### config.mk
export PLATFORM = sky130hd
export DESIGN_NAME = alu_mdu_flat
export DESIGN_NICKNAME = d
export VERILOG_FILES = /design/src/rtl/alu_mdu_if.sv /design/src/rtl/alu_mdu.sv /design/src/flat_wrapper.sv
export SDC_FILE = /design/constraint.sdc
export NUM_CORES = 1
export LEC_CHECK = 0
export CAP_MARGIN = 30
export CORE_MARGIN = 4
export CORE_UTILIZATION = 38
export CTS_CLUSTER_SIZE = 24
export DETAILED_ROUTE_END_ITERATION = 16
export HOLD_SLACK_MARGIN = 0.03
export PLACE_DENSITY = 0.54
export SETUP_SLACK_MARGIN = 0.1
export SKIP_LAST_GASP = 1
export SYNTH_ARGS = -nofsm -noshare
export SYNTH_HDL_FRONTEND = slang
export SYNTH_SLANG_ARGS = --single-unit
### constraint.sdc
create_clock -name clk -period 7.29 [get_ports clk]
set_input_delay 1.458 -clock clk [delete_from_list [all_inputs] [get_ports clk]]
set_output_delay 1.458 -clock clk [all_outputs]
set_load 0.05 [all_outputs]
### src/rtl/alu_mdu_if.sv
// Handshake and data bundle between the EX-stage issue logic and the alu_mdu execution unit.
interface alu_mdu_if #(
  parameter int unsigned DATA_WIDTH = 32,
  parameter int unsigned CTRL_WIDTH = 4
);
  logic                  flush;
  logic                  in_valid;
  logic                  in_ready;
  logic [DATA_WIDTH-1:0] op1;
  logic [DATA_WIDTH-1:0] op2;
  logic [CTRL_WIDTH-1:0] ctrl;
  logic                  out_valid;
  logic                  out_ready;
  logic [DATA_WIDTH-1:0] aluout;
  logic                  zero;
  logic                  busy;

  modport master (
    output flush, in_valid, op1, op2, ctrl, out_ready,
    input  in_ready, out_valid, aluout, zero, busy
  );

  modport slave (
    input  flush, in_valid, op1, op2, ctrl, out_ready,
    output in_ready, out_valid, aluout, zero, busy
  );
endinterface

### src/rtl/alu_mdu.sv
// EX-stage execution unit: single-cycle ALU ops plus iterative shift-add multiply and
// restoring divide behind a valid/ready handshake, with a registered result and zero flag.
module alu_mdu #(
  parameter int unsigned DATA_WIDTH = 32,
  parameter int unsigned CTRL_WIDTH = 4
) (
  input logic       clk,
  input logic       rst_n,
  alu_mdu_if.slave  bus
);
  localparam int unsigned W    = DATA_WIDTH;
  localparam int unsigned ShW  = $clog2(DATA_WIDTH);
  localparam int unsigned CntW = $clog2(DATA_WIDTH);

  localparam logic [CTRL_WIDTH-1:0] OpAdd   = CTRL_WIDTH'(0);
  localparam logic [CTRL_WIDTH-1:0] OpSub   = CTRL_WIDTH'(1);
  localparam logic [CTRL_WIDTH-1:0] OpAnd   = CTRL_WIDTH'(2);
  localparam logic [CTRL_WIDTH-1:0] OpOr    = CTRL_WIDTH'(3);
  localparam logic [CTRL_WIDTH-1:0] OpXor   = CTRL_WIDTH'(4);
  localparam logic [CTRL_WIDTH-1:0] OpSlt   = CTRL_WIDTH'(5);
  localparam logic [CTRL_WIDTH-1:0] OpSltu  = CTRL_WIDTH'(6);
  localparam logic [CTRL_WIDTH-1:0] OpSll   = CTRL_WIDTH'(7);
  localparam logic [CTRL_WIDTH-1:0] OpSrl   = CTRL_WIDTH'(8);
  localparam logic [CTRL_WIDTH-1:0] OpSra   = CTRL_WIDTH'(9);
  localparam logic [CTRL_WIDTH-1:0] OpMul   = CTRL_WIDTH'(10);
  localparam logic [CTRL_WIDTH-1:0] OpMulhu = CTRL_WIDTH'(11);
  localparam logic [CTRL_WIDTH-1:0] OpDivu  = CTRL_WIDTH'(12);
  localparam logic [CTRL_WIDTH-1:0] OpRemu  = CTRL_WIDTH'(13);
  localparam logic [CTRL_WIDTH-1:0] OpDiv   = CTRL_WIDTH'(14);
  localparam logic [CTRL_WIDTH-1:0] OpRem   = CTRL_WIDTH'(15);

  typedef enum logic [1:0] {StIdle, StMul, StDiv, StDone} state_e;

  state_e                state_q;
  logic [CntW-1:0]       cnt_q;
  logic [W-1:0]          acc_q, lo_q, opb_q, aluout_q;
  logic                  zero_q, negq_q, negr_q;
  logic [CTRL_WIDTH-1:0] op_q;

  logic [W-1:0]   a, b, a_abs, b_abs, fast_res;
  logic [ShW-1:0] shamt;
  logic           is_mul, is_div, is_sdiv, is_rem, div_zero, ovf, start_div, accept;

  assign a        = bus.op1;
  assign b        = bus.op2;
  assign shamt    = b[ShW-1:0];
  assign is_mul   = (bus.ctrl == OpMul) | (bus.ctrl == OpMulhu);
  assign is_sdiv  = (bus.ctrl == OpDiv) | (bus.ctrl == OpRem);
  assign is_div   = (bus.ctrl == OpDivu) | (bus.ctrl == OpRemu) | is_sdiv;
  assign is_rem   = (bus.ctrl == OpRemu) | (bus.ctrl == OpRem);
  assign div_zero = (b == '0);
  assign ovf      = is_sdiv & (a == {1'b1, {(W-1){1'b0}}}) & (b == '1);
  assign start_div = is_div & ~div_zero & ~ovf;
  assign a_abs    = (is_sdiv & a[W-1]) ? -a : a;
  assign b_abs    = (is_sdiv & b[W-1]) ? -b : b;

  assign bus.in_ready = rst_n & ~bus.flush &
                        ((state_q == StIdle) | ((state_q == StDone) & bus.out_ready));
  assign accept       = bus.in_valid & bus.in_ready;

  // Divide special cases (by zero, signed overflow) resolve here in a single cycle.
  always_comb begin
    fast_res = '0;
    case (bus.ctrl)
      OpAdd:   fast_res = a + b;
      OpSub:   fast_res = a - b;
      OpAnd:   fast_res = a & b;
      OpOr:    fast_res = a | b;
      OpXor:   fast_res = a ^ b;
      OpSlt:   fast_res = {{(W-1){1'b0}}, $signed(a) < $signed(b)};
      OpSltu:  fast_res = {{(W-1){1'b0}}, a < b};
      OpSll:   fast_res = a << shamt;
      OpSrl:   fast_res = a >> shamt;
      OpSra:   fast_res = $unsigned($signed(a) >>> shamt);
      default: begin
        if (is_rem) fast_res = ovf ? '0 : a;
        else        fast_res = div_zero ? '1 : a;
      end
    endcase
  end

  logic [W:0]   mul_sum, div_sh, div_diff;
  logic [W-1:0] mul_hi, mul_lo, div_rem, div_quo, mul_res, div_res;
  logic         div_ge, last;

  assign mul_sum  = {1'b0, acc_q} + (lo_q[0] ? {1'b0, opb_q} : '0);
  assign mul_hi   = mul_sum[W:1];
  assign mul_lo   = {mul_sum[0], lo_q[W-1:1]};
  assign mul_res  = (op_q == OpMul) ? mul_lo : mul_hi;
  assign div_sh   = {acc_q, lo_q[W-1]};
  assign div_diff = div_sh - {1'b0, opb_q};
  assign div_ge   = ~div_diff[W];
  assign div_rem  = div_ge ? div_diff[W-1:0] : div_sh[W-1:0];
  assign div_quo  = {lo_q[W-2:0], div_ge};
  assign div_res  = ((op_q == OpRemu) | (op_q == OpRem)) ? (negr_q ? -div_rem : div_rem)
                                                         : (negq_q ? -div_quo : div_quo);
  assign last     = (cnt_q == CntW'(W - 1));

  always_ff @(posedge clk or negedge rst_n) begin
    if (!rst_n) begin
      state_q  <= StIdle;
      cnt_q    <= '0;
      acc_q    <= '0;
      lo_q     <= '0;
      opb_q    <= '0;
      aluout_q <= '0;
      zero_q   <= 1'b0;
      negq_q   <= 1'b0;
      negr_q   <= 1'b0;
      op_q     <= '0;
    end else if (bus.flush) begin
      state_q <= StIdle;
      cnt_q   <= '0;
    end else begin
      unique case (state_q)
        StIdle, StDone: begin
          if (accept) begin
            op_q  <= bus.ctrl;
            cnt_q <= '0;
            if (is_mul) begin
              acc_q   <= '0;
              lo_q    <= a;
              opb_q   <= b;
              state_q <= StMul;
            end else if (start_div) begin
              acc_q   <= '0;
              lo_q    <= a_abs;
              opb_q   <= b_abs;
              negq_q  <= is_sdiv & (a[W-1] ^ b[W-1]);
              negr_q  <= is_sdiv & a[W-1];
              state_q <= StDiv;
            end else begin
              aluout_q <= fast_res;
              zero_q   <= (fast_res == '0);
              state_q  <= StDone;
            end
          end else if (state_q == StDone && bus.out_ready) begin
            state_q <= StIdle;
          end
        end
        StMul: begin
          acc_q <= mul_hi;
          lo_q  <= mul_lo;
          cnt_q <= cnt_q + 1'b1;
          if (last) begin
            aluout_q <= mul_res;
            zero_q   <= (mul_res == '0);
            cnt_q    <= '0;
            state_q  <= StDone;
          end
        end
        StDiv: begin
          acc_q <= div_rem;
          lo_q  <= div_quo;
          cnt_q <= cnt_q + 1'b1;
          if (last) begin
            aluout_q <= div_res;
            zero_q   <= (div_res == '0);
            cnt_q    <= '0;
            state_q  <= StDone;
          end
        end
      endcase
    end
  end

  assign bus.out_valid = (state_q == StDone);
  assign bus.busy      = (state_q == StMul) | (state_q == StDiv);
  assign bus.aluout    = aluout_q;
  assign bus.zero      = zero_q;
endmodule

### src/flat_wrapper.sv
// flat-port wrapper written by rule: the top's interface ports become plain ports
module alu_mdu_flat 
#(
  parameter int unsigned DATA_WIDTH = 32,
  parameter int unsigned CTRL_WIDTH = 4
)
  (clk, rst_n, bus_flush, bus_in_valid, bus_op1, bus_op2, bus_ctrl, bus_out_ready, bus_in_ready, bus_out_valid, bus_aluout, bus_zero, bus_busy);
  alu_mdu_if #(.DATA_WIDTH(DATA_WIDTH), .CTRL_WIDTH(CTRL_WIDTH)) bus_i ();
  input logic clk;
  input logic rst_n;
  input wire logic [$bits(bus_i.flush)-1:0] bus_flush;
  input wire logic [$bits(bus_i.in_valid)-1:0] bus_in_valid;
  input wire logic [$bits(bus_i.op1)-1:0] bus_op1;
  input wire logic [$bits(bus_i.op2)-1:0] bus_op2;
  input wire logic [$bits(bus_i.ctrl)-1:0] bus_ctrl;
  input wire logic [$bits(bus_i.out_ready)-1:0] bus_out_ready;
  output wire logic [$bits(bus_i.in_ready)-1:0] bus_in_ready;
  output wire logic [$bits(bus_i.out_valid)-1:0] bus_out_valid;
  output wire logic [$bits(bus_i.aluout)-1:0] bus_aluout;
  output wire logic [$bits(bus_i.zero)-1:0] bus_zero;
  output wire logic [$bits(bus_i.busy)-1:0] bus_busy;
  assign bus_i.flush = bus_flush;
  assign bus_i.in_valid = bus_in_valid;
  assign bus_i.op1 = bus_op1;
  assign bus_i.op2 = bus_op2;
  assign bus_i.ctrl = bus_ctrl;
  assign bus_i.out_ready = bus_out_ready;
  assign bus_in_ready = bus_i.in_ready;
  assign bus_out_valid = bus_i.out_valid;
  assign bus_aluout = bus_i.aluout;
  assign bus_zero = bus_i.zero;
  assign bus_busy = bus_i.busy;
  alu_mdu #(.DATA_WIDTH(DATA_WIDTH), .CTRL_WIDTH(CTRL_WIDTH)) u_core (.clk(clk), .rst_n(rst_n), .bus(bus_i));
endmodule
==> results.ini <==
[timing]
rsz0062_at_grt=false
fin_skew_ns=0.0124
setup_viol=0
max_freq_ghz=0.148
final.setup.worst_slack_ns=0.522
finalHoldViolCount=0
finalSetupTns_ns=0
finalCriticalPeriod_ns=6.77
tightestPinTransition_ns=1.07
slew_violations=0
slew_headroom_pct=27.1
period_share_pct=92.8

[die]
io_pins=109
initial_core_util_pct=38.5
die_y_um=261
dieArea_um2=68300
core_um2=63300
dieWidth_um=261
row_count=92

[worst_setup_path]
cp.arrival_ns=7.13
cp-start-kind=input port
crit_type=in2reg
r2r_start=u_core.lo_q[0]
rr_worst_depth=16
critPathMaxFanout=9
cp-end-kind=flip-flop
rr_endpoint=u_core.bus.zero
reg2reg_setup_slack_ns=0.99
cp_data_required_time_ns=7.65

[clock_tree]
post-cts-setup-buffer-count=0
cts_root_buf=clkbuf_16
cts_resized=0
cts_sinks=142
clk_pin_slew_ns=0.07
cts_buffers=17
cts_hold_buf=0
cts_tree=built
h-tree-depth=4
cts.path.max_buffers=2
worstSkewPairLatency_ns=0.45

[pwr]
pwr-share-clk_pct=10.2
comb_power_share_pct=73.1
p_int_mw=3.87
leakage_nw=11.5
power_switching_mw=5.39
power_mw=9.25
ir_drop_v=0.000199
p_seq_share_pct=16.7
power_density_nw_per_um2=337
p_sw_share_pct=58.2

[place]
portBuffers=108
gp_congestion=1.11
dp_slack_ns=0.290
placed_cell_area_um2=26900
hpwl_um=111000

[worst_hold_path]
min_from=u_core.bus.aluout[26]
hold_depth=1
hold_class=reg2reg
min_to=u_core.bus.aluout[26]

[synth]
yosys.cell_types.count=101
ys_top_cells_by_area=dfrtp_1 15%, ha_1 8.8%, o21ai_0 6.0%
async_reset_ff_share_pct=100
synth_edf_count=0
syn_area_um2=24400
ys.flop_type=dfrtp_1
syn_area_per_cell_um2=7.18
yosysTopAreaCell=dfrtp_1
synth_fp_nets=3645
synthTopCellsByCount=351 x nand2_1, 351 x nor2_1, 290 x o21ai_0
synth_top_area_share_pct=14.6
ys_seq_elements=142
yosysWarnings=0
syn_inst=3397
ys_seq_area_share_pct=14.6

[layout]
synthToLayoutAreaGrowth_pct=12.8
multi_input_area_um2=19200
final_cell_area_um2=27500
seqCellArea_um2=3550
drive_gt1_share_pct=10.3
final_nets=3668
fillers=6484

[outcome]
status=finished, final reports clean

[job]
drv_cap=0

[detailed_routing]
drt-vias-per-instance=6.87
wl_um=139000
drtIter0Drc=3809
drt-pass1-iter-count=7
avgRoutedWirePerCell_um=32.5
route.vias.total=29395
drt.antenna.violating_nets=0
route.detailed.drc=0

[global_routing]
grtUsageTotal_pct=39.3
grt-ovfl-total=0
grt_first_pass_wirelength_um=198000
grt_max_degree=86
antenna_found_initial=8
grt_pass1_vias=27376

-- worst max-delay path: stages --
cell             delay [ns]
clkdlybuf4s50_1        0.60
inv_1                  0.17
ha_1                   0.50
nor2_1                 0.09
buf_4                  0.17
a211oi_1               0.36
o31ai_1                0.13
buf_4                  0.15
a2111oi_0              0.92
buf_4                  0.27
o211ai_1               0.10
nand2_1                0.32
o221ai_1               0.20
a211oi_1               0.23
buf_4                  0.15
nand2_1                0.04
nor4_1                 0.41
nand4_1                0.20
nor3_1                 0.37
o31ai_1                0.11
a31oi_1                0.17
-- worst max-delay path by stage --
| stage | start | endpoint | slack, ns | cells after the start |
|---|---|---|---|---|
| 6_report | bus_op2[7] | u_core.bus.zero | 0.52 | 21 |
| 5_1_grt | bus_op2[7] | u_core.bus.zero | 0.52 | 21 |
| 4_1_cts | bus_op2[7] | u_core.bus.zero | 0.78 | 21 |
| 3_5_place_dp | bus_op2[7] | u_core.bus.zero | 0.29 | 21 |
| 3_3_place_gp | bus_op2[0] | u_core.bus.aluout[26] | 0.16 | 17 |
| 2_1_floorplan | u_core.lo_q[31] | u_core.bus.zero | 1.23 | 26 |
-- routing by layer --
metal | GRT usage (%) | wire length (um) | part of all wire [%] | vias to the layer above
met3 | 8.46 | 13700 | 9.8 | 486
met5 | 0 | 83 | 0.060 | -
met1 | 49.4 | 53700 | 39 | 14312
met2 | 61.6 | 61000 | 44 | 1958
met4 | 24.0 | 10900 | 7.8 | 12
li1 | - | - | - | 12627
-- through the flow --
step                      util [%]  hold WS [ns]  std cells
after global placement        42.4         0.465       4241
after detailed placement      42.4         0.465       4246
after floorplan                  -         0.450       3397
after CTS                     43.4         0.481       4278
after global routing          43.4         0.512       4279
final                         43.4         0.479       4280
-- area by class of cell --
class,count,area share (%)
well taps,846,3.85
clock inverters,13,0.614
repair buffers,282,8.85
diodes,1,0.00910
inverters,166,2.27
multi-input cells,2811,69.9
clock buffers,19,1.57
flip-flops and latches,142,12.9
-- power groups by stage --
stage | Clock, mW | Combinational, mW | Sequential [mW]
2_1_floorplan | 0 | 4.21 | 1.55
3_3_place_gp | 0 | 6.51 | 1.53
3_5_place_dp | 0 | 6.54 | 1.54
4_1_cts | 0.959 | 6.58 | 1.52
5_1_grt | 0.983 | 7.17 | 1.58
6_report | 0.944 | 6.77 | 1.54
-- cell usage in the layout, fill, tap and decap left out, drive strengths merged, types with 20 or more instances in the layout --
cell type | netlist | final
nor2 | 353 | 353
nand2 | 351 | 351
o21ai | 300 | 300
a21oi | 254 | 254
buf | 51 | 178
inv | 163 | 172
ha | 171 | 171
dfrtp | 142 | 142
xnor2 | 140 | 140
clkdlybuf4s50 | 0 | 102
nor3 | 99 | 99
mux2i | 78 | 78
o31ai | 73 | 73
a221oi | 59 | 59
nand3 | 57 | 57
a21o | 55 | 55
o211ai | 54 | 54
a22oi | 52 | 52
mux4 | 49 | 49
a211oi | 47 | 47
a31oi | 41 | 41
nor4 | 41 | 41
xor2 | 40 | 40
mux2 | 39 | 39
nand4 | 33 | 33
nand2b | 23 | 23
and3 | 21 | 21
nor2b | 21 | 21
a221o | 21 | 21
o22ai | 20 | 20
-- sequential cells by signal, indices dropped and copies added, names as in the netlist --
signal             cells
u_core.negq_q          1
u_core.lo_q           32
u_core.state_q         2
u_core.bus.aluout     32
u_core.cnt_q           5
u_core.bus.zero        1
u_core.opb_q          32
u_core.acc_q          32
u_core.negr_q          1
u_core.op_q            4
-- cell families (layout without fill, tap and decap cells) --
logic type / after synthesis / after routing / share of synthesized area [%]
AOI/OAI and AO/OA: 1176 / 1176 / 32.0
xor gates and xnor gates: 180 / 180 / 6.47
adders and majority gates: 175 / 175 / 9.10
buffers and inverters: 444 / 480 / 6.94
DFF: 142 / 142 / 14.6
muxes: 166 / 166 / 9.63
other: 0 / 1 / 0
and+or+nand+nor: 1114 / 1114 / 21.3
Note: power is estimated with default switching activity, not from simulation.
